`src/rtl/tug_pkg.sv`:
```
`default_nettype none
// +--------------------------------------------------------------------+
// | Module   : tug_pkg                                                 |
// | Purpose  : Shared types and helpers for the tug-of-war playfield.  |
// | Revision : 1.0  initial release                                    |
// +--------------------------------------------------------------------+
package tug_pkg;

  // Top-level game states.
  typedef enum logic [1:0] {
    PLAY       = 2'd0,
    WIN        = 2'd1,
    MATCH_OVER = 2'd2
  } tug_state_t;

  // The player who took the last point.
  typedef enum logic {
    SIDE_R = 1'b0,
    SIDE_L = 1'b1
  } tug_side_t;

  // Index of the centre light in a row of n lights (n odd).
  function automatic int centre_idx(input int n);
    return (n - 1) / 2;
  endfunction

endpackage
`default_nettype wire

```
`src/rtl/press_edge.sv`:
```
`default_nettype none
// +--------------------------------------------------------------------+
// | Module   : press_edge                                              |
// | Purpose  : 1-bit rising-edge detector, one pulse per 0->1 of level.|
// |            Synchronous active-low reset clears the history to 0.   |
// | Revision : 1.0  initial release                                    |
// +--------------------------------------------------------------------+
module press_edge (
  input  logic clk,
  input  logic reset,
  input  logic level,
  output logic rise
);

  logic prev_q;
  logic prev_d;

  // Next history value is simply the current level.
  always_comb begin
    prev_d = level;
  end

  // History register; cleared to 0 so a key held across reset release
  // registers as a single press on the first active cycle.
  always_ff @(posedge clk) begin
    if (!reset) begin
      prev_q <= 1'b0;
    end else begin
      prev_q <= prev_d;
    end
  end

  assign rise = level & ~prev_q;

endmodule
`default_nettype wire

```
`src/rtl/tug_playfield_n.sv`:
```
`default_nettype none
// +--------------------------------------------------------------------+
// | Module   : tug_playfield_n                                         |
// | Purpose  : Tug-of-war playfield. One-hot light row moved by L/R    |
// |            presses, with point detection, per-player scores, a    |
// |            timed win pause and a match-over lock.                  |
// | Config   : TUG_EDGE_DETECT_EN - treat L/R as levels and act only   |
// |            on their rising edges (default: every high cycle is a  |
// |            press).                                                 |
// | Revision : 1.0  initial release                                    |
// +--------------------------------------------------------------------+
module tug_playfield_n
  import tug_pkg::*;
#(
  parameter int NUM_LIGHTS   = 9,
  parameter int SCORE_W      = 3,
  parameter int PAUSE_CYCLES = 4
) (
  input  logic                  clk,
  input  logic                  reset,
  input  logic                  L,
  input  logic                  R,
  output logic [NUM_LIGHTS-1:0] led,
  output logic                  winner_valid,
  output logic                  winner,
  output logic [SCORE_W-1:0]    score_l,
  output logic [SCORE_W-1:0]    score_r,
  output logic                  match_over
);

  localparam int CENTRE = centre_idx(NUM_LIGHTS);
  localparam int CNT_W  = (PAUSE_CYCLES > 1) ? $clog2(PAUSE_CYCLES) : 1;

  localparam logic [NUM_LIGHTS-1:0] LED_CENTRE = {{(NUM_LIGHTS-1){1'b0}}, 1'b1} << CENTRE;
  localparam logic [SCORE_W-1:0]    SCORE_MAX  = {SCORE_W{1'b1}};
  localparam logic [CNT_W-1:0]      CNT_LAST   = CNT_W'(PAUSE_CYCLES - 1);

  // ------------------------------------------------------------------
  // Press qualification
  // ------------------------------------------------------------------
  logic l_evt;
  logic r_evt;

`ifdef TUG_EDGE_DETECT_EN
  // Edge history runs in every state, so a key held through the win
  // pause does not fire again on return to play.
  press_edge u_edge_l (
    .clk   (clk),
    .reset (reset),
    .level (L),
    .rise  (l_evt)
  );

  press_edge u_edge_r (
    .clk   (clk),
    .reset (reset),
    .level (R),
    .rise  (r_evt)
  );
`else
  assign l_evt = L;
  assign r_evt = R;
`endif

  // Simultaneous presses cancel out.
  logic p_l;
  logic p_r;
  assign p_l = l_evt & ~r_evt;
  assign p_r = r_evt & ~l_evt;

  // ------------------------------------------------------------------
  // State
  // ------------------------------------------------------------------
  tug_state_t              state_q,   state_d;
  logic [NUM_LIGHTS-1:0]   led_q,     led_d;
  logic [CNT_W-1:0]        cnt_q,     cnt_d;
  logic [SCORE_W-1:0]      score_l_q, score_l_d;
  logic [SCORE_W-1:0]      score_r_q, score_r_d;
  tug_side_t               winner_q,  winner_d;

  logic point_l;
  logic point_r;
  assign point_l = p_l & led_q[NUM_LIGHTS-1];
  assign point_r = p_r & led_q[0];

  // Next-state logic: light movement, scoring, pause timing and lock.
  always_comb begin
    state_d   = state_q;
    led_d     = led_q;
    cnt_d     = cnt_q;
    score_l_d = score_l_q;
    score_r_d = score_r_q;
    winner_d  = winner_q;

    case (state_q)
      PLAY: begin
        if (point_l) begin
          winner_d  = SIDE_L;
          score_l_d = score_l_q + SCORE_W'(1);
          led_d     = '0;
          cnt_d     = '0;
          // Compare the pre-increment value so the terminal score can never wrap.
          state_d   = (score_l_q == SCORE_MAX - SCORE_W'(1)) ? MATCH_OVER : WIN;
        end else if (point_r) begin
          winner_d  = SIDE_R;
          score_r_d = score_r_q + SCORE_W'(1);
          led_d     = '0;
          cnt_d     = '0;
          state_d   = (score_r_q == SCORE_MAX - SCORE_W'(1)) ? MATCH_OVER : WIN;
        end else if (p_l) begin
          led_d = led_q << 1;
        end else if (p_r) begin
          led_d = led_q >> 1;
        end
      end

      WIN: begin
        // Entered with cnt = 0, so the pause lasts exactly PAUSE_CYCLES cycles.
        if (cnt_q == CNT_LAST) begin
          state_d = PLAY;
          led_d   = LED_CENTRE;
          cnt_d   = '0;
        end else begin
          cnt_d = cnt_q + CNT_W'(1);
        end
      end

      MATCH_OVER: begin
        led_d = '0;
      end

      default: begin
        state_d = PLAY;
        led_d   = LED_CENTRE;
        cnt_d   = '0;
      end
    endcase
  end

  // State registers with synchronous active-low reset.
  always_ff @(posedge clk) begin
    if (!reset) begin
      state_q   <= PLAY;
      led_q     <= LED_CENTRE;
      cnt_q     <= '0;
      score_l_q <= '0;
      score_r_q <= '0;
      winner_q  <= SIDE_R;
    end else begin
      state_q   <= state_d;
      led_q     <= led_d;
      cnt_q     <= cnt_d;
      score_l_q <= score_l_d;
      score_r_q <= score_r_d;
      winner_q  <= winner_d;
    end
  end

  // ------------------------------------------------------------------
  // Outputs
  // ------------------------------------------------------------------
  assign led          = led_q;
  assign winner_valid = (state_q == WIN);
  assign winner       = winner_q;
  assign score_l      = score_l_q;
  assign score_r      = score_r_q;
  assign match_over   = (state_q == MATCH_OVER);

endmodule
`default_nettype wire
```
`config.mk`:
```
export PLATFORM = sky130hd
export DESIGN_NAME = tug_playfield_n
export DESIGN_NICKNAME = d
export VERILOG_FILES = /design/src/rtl/tug_pkg.sv /design/src/rtl/press_edge.sv /design/src/rtl/tug_playfield_n.sv
export SDC_FILE = /design/constraint.sdc
export NUM_CORES = 1
export LEC_CHECK = 0
export CAP_MARGIN = 25
export CORE_AREA = 2 2 49 51
export CTS_BUF_LIST = sky130_fd_sc_hd__clkbuf_8
export DETAILED_ROUTE_END_ITERATION = 16
export DIE_AREA = 0 0 51 53
export PLACE_DENSITY = 0.84
export SLEW_MARGIN = 20
export SYNTH_ARGS = -nofsm -noshare
export SYNTH_HDL_FRONTEND = slang
export SYNTH_SLANG_ARGS = --single-unit
```
`constraint.sdc`:
```
create_clock -name clk -period 5.4 [get_ports clk]
set_clock_uncertainty 0.15 [all_clocks]
set_input_delay 1.35 -clock clk [delete_from_list [all_inputs] [get_ports clk]]
set_output_delay 1.35 -clock clk [all_outputs]
set_load 0.01 [all_outputs]
```
==> results.yml <==
run_status:
  status: "completed"
final_layout:
  drive_gt1_share_pct: 7.26
  n_antenna_cell: 0
  nNetsFinal: 137
  num-fill-cells: 182
  area_delta_synth_final_pct: 28.5
detailed_routing:
  via_per_inst: 5.38
  wl_per_cell_um: 14.2
  antenna_left: 0
  dr_total_vias: 817
  dr.pass1.iters: 4
  remaining_drc_errors: 0
  drt_iter0_drc: 20
  postRouteWirelength_mm: 2.16
placement:
  hpwl_mm: 1.44
  finalWeightedCongestion: 0.793
  io_buffers: 21
  place_worst_setup_slack_ns: 1.81
floorplanning:
  die_width_um: 51
  boundaryPins: 22
  die_area_um2: 2700
  core_um2: 2150
  initial_core_util_pct: 47.2
  rows: 17
  chipHeight_um: 53
sta:
  fin_crit_sh_pct: 62.1
  worst_pin_slew_ns: 0.497
  fin_ws_ns: 2.05
  max_freq_mhz: 298
  rsz0062_at_grt: "false"
  finalSetupViolCount: 0
  hold_viol: 0
  finalMaxSlewViolations: 0
  fin_crit_ns: 3.35
  relSlewSlack_pct: 66.6
  tns_ns: 0
logic_synthesis:
  avgSynthCellArea_um2: 9.76
  ys_warn_count: 0
  yosysUniqueCellTypes: 33
  synth.most_common_cell: "dfxtp_1"
  yosysSeqAreaShare_pct: 39.5
  ys_top_cells_by_count: "dfxtp_1 (20), nand2_1 (9), ha_1 (8)"
  postSynth.asyncResetShare_pct: 0
  syn-instance-count: 104
  ys_ff_latch: 20
  synth_fp_nets: 116
  synth_edf_count: 0
  synthTopCellsByArea: "dfxtp_1 (39%), ha_1 (9.9%), o2bb2ai_1 (6.0%)"
  synth_top_area_share_pct: 39.5
  synth_area_um2: 1010
  synth_top_cell_by_area: "dfxtp_1"
  synth_flop_cell: "dfxtp_1"
critical_path:
  cp-start-kind: "input pin"
  max_stage_delay_ns: 0.55
  worstPathMaxFanout: 12
  rr_worst_depth: 4
  worstSetupPathType: "in -> reg"
  crit_chain: "clkdlybuf4s50_1 -> inv_1 -> ha_1 -> a22o_1 -> or4_4 -> nor3b_2 -> a21o_1"
  crit_required_ns: 5.47
  slowest_stage: "or4_4"
  endpoint_kind: "register"
  critPathArrivalTime_ns: 3.42
  crit_path_start: "R"
  reg2reg_to: "led[0]"
  r2r_slack_ns: 3.75
  crit_end: "led[0]"
  worstReg2RegStart: "led[8]"
cts:
  cts_resized: 0
  cts_sinks: 20
  postCtsSetupBuffers: 0
  clk_pin_slew_worst_paths_ns: 0.08
  cts_tree: "yes"
  hold_buffers: 0
  clock_latency_ns: 0.26
  cts_buffer_depth: 2
  cts_buffers: 3
  htree_levels: 1
  root_buffer: "clkbuf_8"
min_path:
  holdCritStartpoint: "led[4]"
  hold_class: "reg -> reg"
global_routing:
  grt_antenna_before_repair: 0
  grt_use_met3_pct: 3.11
  grt_max_degree: 13
  met1_usage_pct: 22.4
  globalRouteMet2Util_pct: 31.2
  grt_use_total_pct: 18.2
  grt_pass1_wl_mm: 3.68
  grt.overflow.total: 0
  grt_pass1_vias: 811
  grt_busiest_layer: "met2"
run:
  maxCapViolations: 0
power:
  leakage_nw: 0.535
  irDropWorstVdd_mv: 0.188
  power.density_nw_per_um2: 254
area by class of cell:
cell class                 count  area (um2)  area share [%]
clock buffer                   3        41.3            3.17
sequential                    20         400            30.7
multi-input combinational     74         568            43.6
clock inverter                 1        30.0            2.30
tap                           28        35.0            2.69
timing repair buffer          21         210            16.1
inverter                       5        18.8            1.44
cell usage in the layout (no fill, tap or decap):
master            n
a211oi_1          1
a21o_1            1
a21oi_1           3
a21oi_2           1
a22o_1            1
a22oi_1           1
a2bb2oi_1         1
and2_1            5
and4bb_2          1
bufinv_16         1
clkbuf_8          3
clkdlybuf4s50_1  21
dfxtp_1          20
ha_1              8
inv_1             5
mux2i_1           6
nand2_1           9
nand2b_1          4
nand3b_1          1
nand4_1           1
nor2_1            3
nor2b_1           3
nor3_1            1
nor3b_1           2
nor3b_2           1
nor4_2            1
o211a_1           2
o21a_1            1
o21ai_0           4
o2bb2ai_1         7
or3_1             1
or4_4             1
xnor2_1           3
sequential cells by signal, summed over array words and instances (netlist names):
register / flops
winner: 1
score_r: 3
state_q: 2
score_l: 3
cnt_q: 2
led: 9
metal layers:
layer / routed length [um] / vias up
met5: 0 / -
met1: 990 / 381
li1: - / 407
met2: 1030 / 26
met3: 112 / 3
met4: 28 / 0
critical path: cells and delay by family:
family	cells	cell delay, ns
AOI/OAI and AO/OA	2	0.42
buffers and inverters	2	0.59
and+or+nand+nor	2	0.73
adders and majority gates	1	0.34
power by group:
group	internal, mW	total (mW)	switching, mW
combinational	0.0136	0.0275	0.0139
sequential	0.150	0.153	0.00301
clock	0.0991	0.150	0.0512
total	0.263	0.331	0.0681
worst min-delay path by stage:
stage | end | slack, ns | cells past startpoint
after global routing | led[4] | 0.36 | 2
after global placement | score_r[2] | 0.32 | 2
after floorplan | led[4] | 0.34 | 2
after detailed placement | led[4] | 0.34 | 2
after CTS | led[4] | 0.35 | 2
final | led[4] | 0.34 | 2
logic make-up (layout without fill, tap and decap cells):
logic type / after synthesis / after routing / synth area share [%]
and+or+nand+nor: 34 / 34 / 20.6
AOI/OAI and AO/OA: 23 / 23 / 17.0
DFF: 20 / 20 / 39.5
buffers and inverters: 10 / 30 / 4.56
adders and majority gates: 8 / 8 / 9.86
muxes: 6 / 6 / 5.92
xor gates and xnor gates: 3 / 3 / 2.59
stage by stage:
step,hold WS [ns],cell area (um2),std cells,util (%),total power [mW]
after global placement,0.322,1230,148,57.4,0.183
final,0.344,1300,152,60.7,0.331
after CTS,0.352,1300,152,60.7,0.334
after detailed placement,0.340,1230,148,57.4,0.184
after global routing,0.364,1300,152,60.7,0.344
after floorplan,0.345,1010,104,-,0.174
Power figures use the tool's default switching activity.
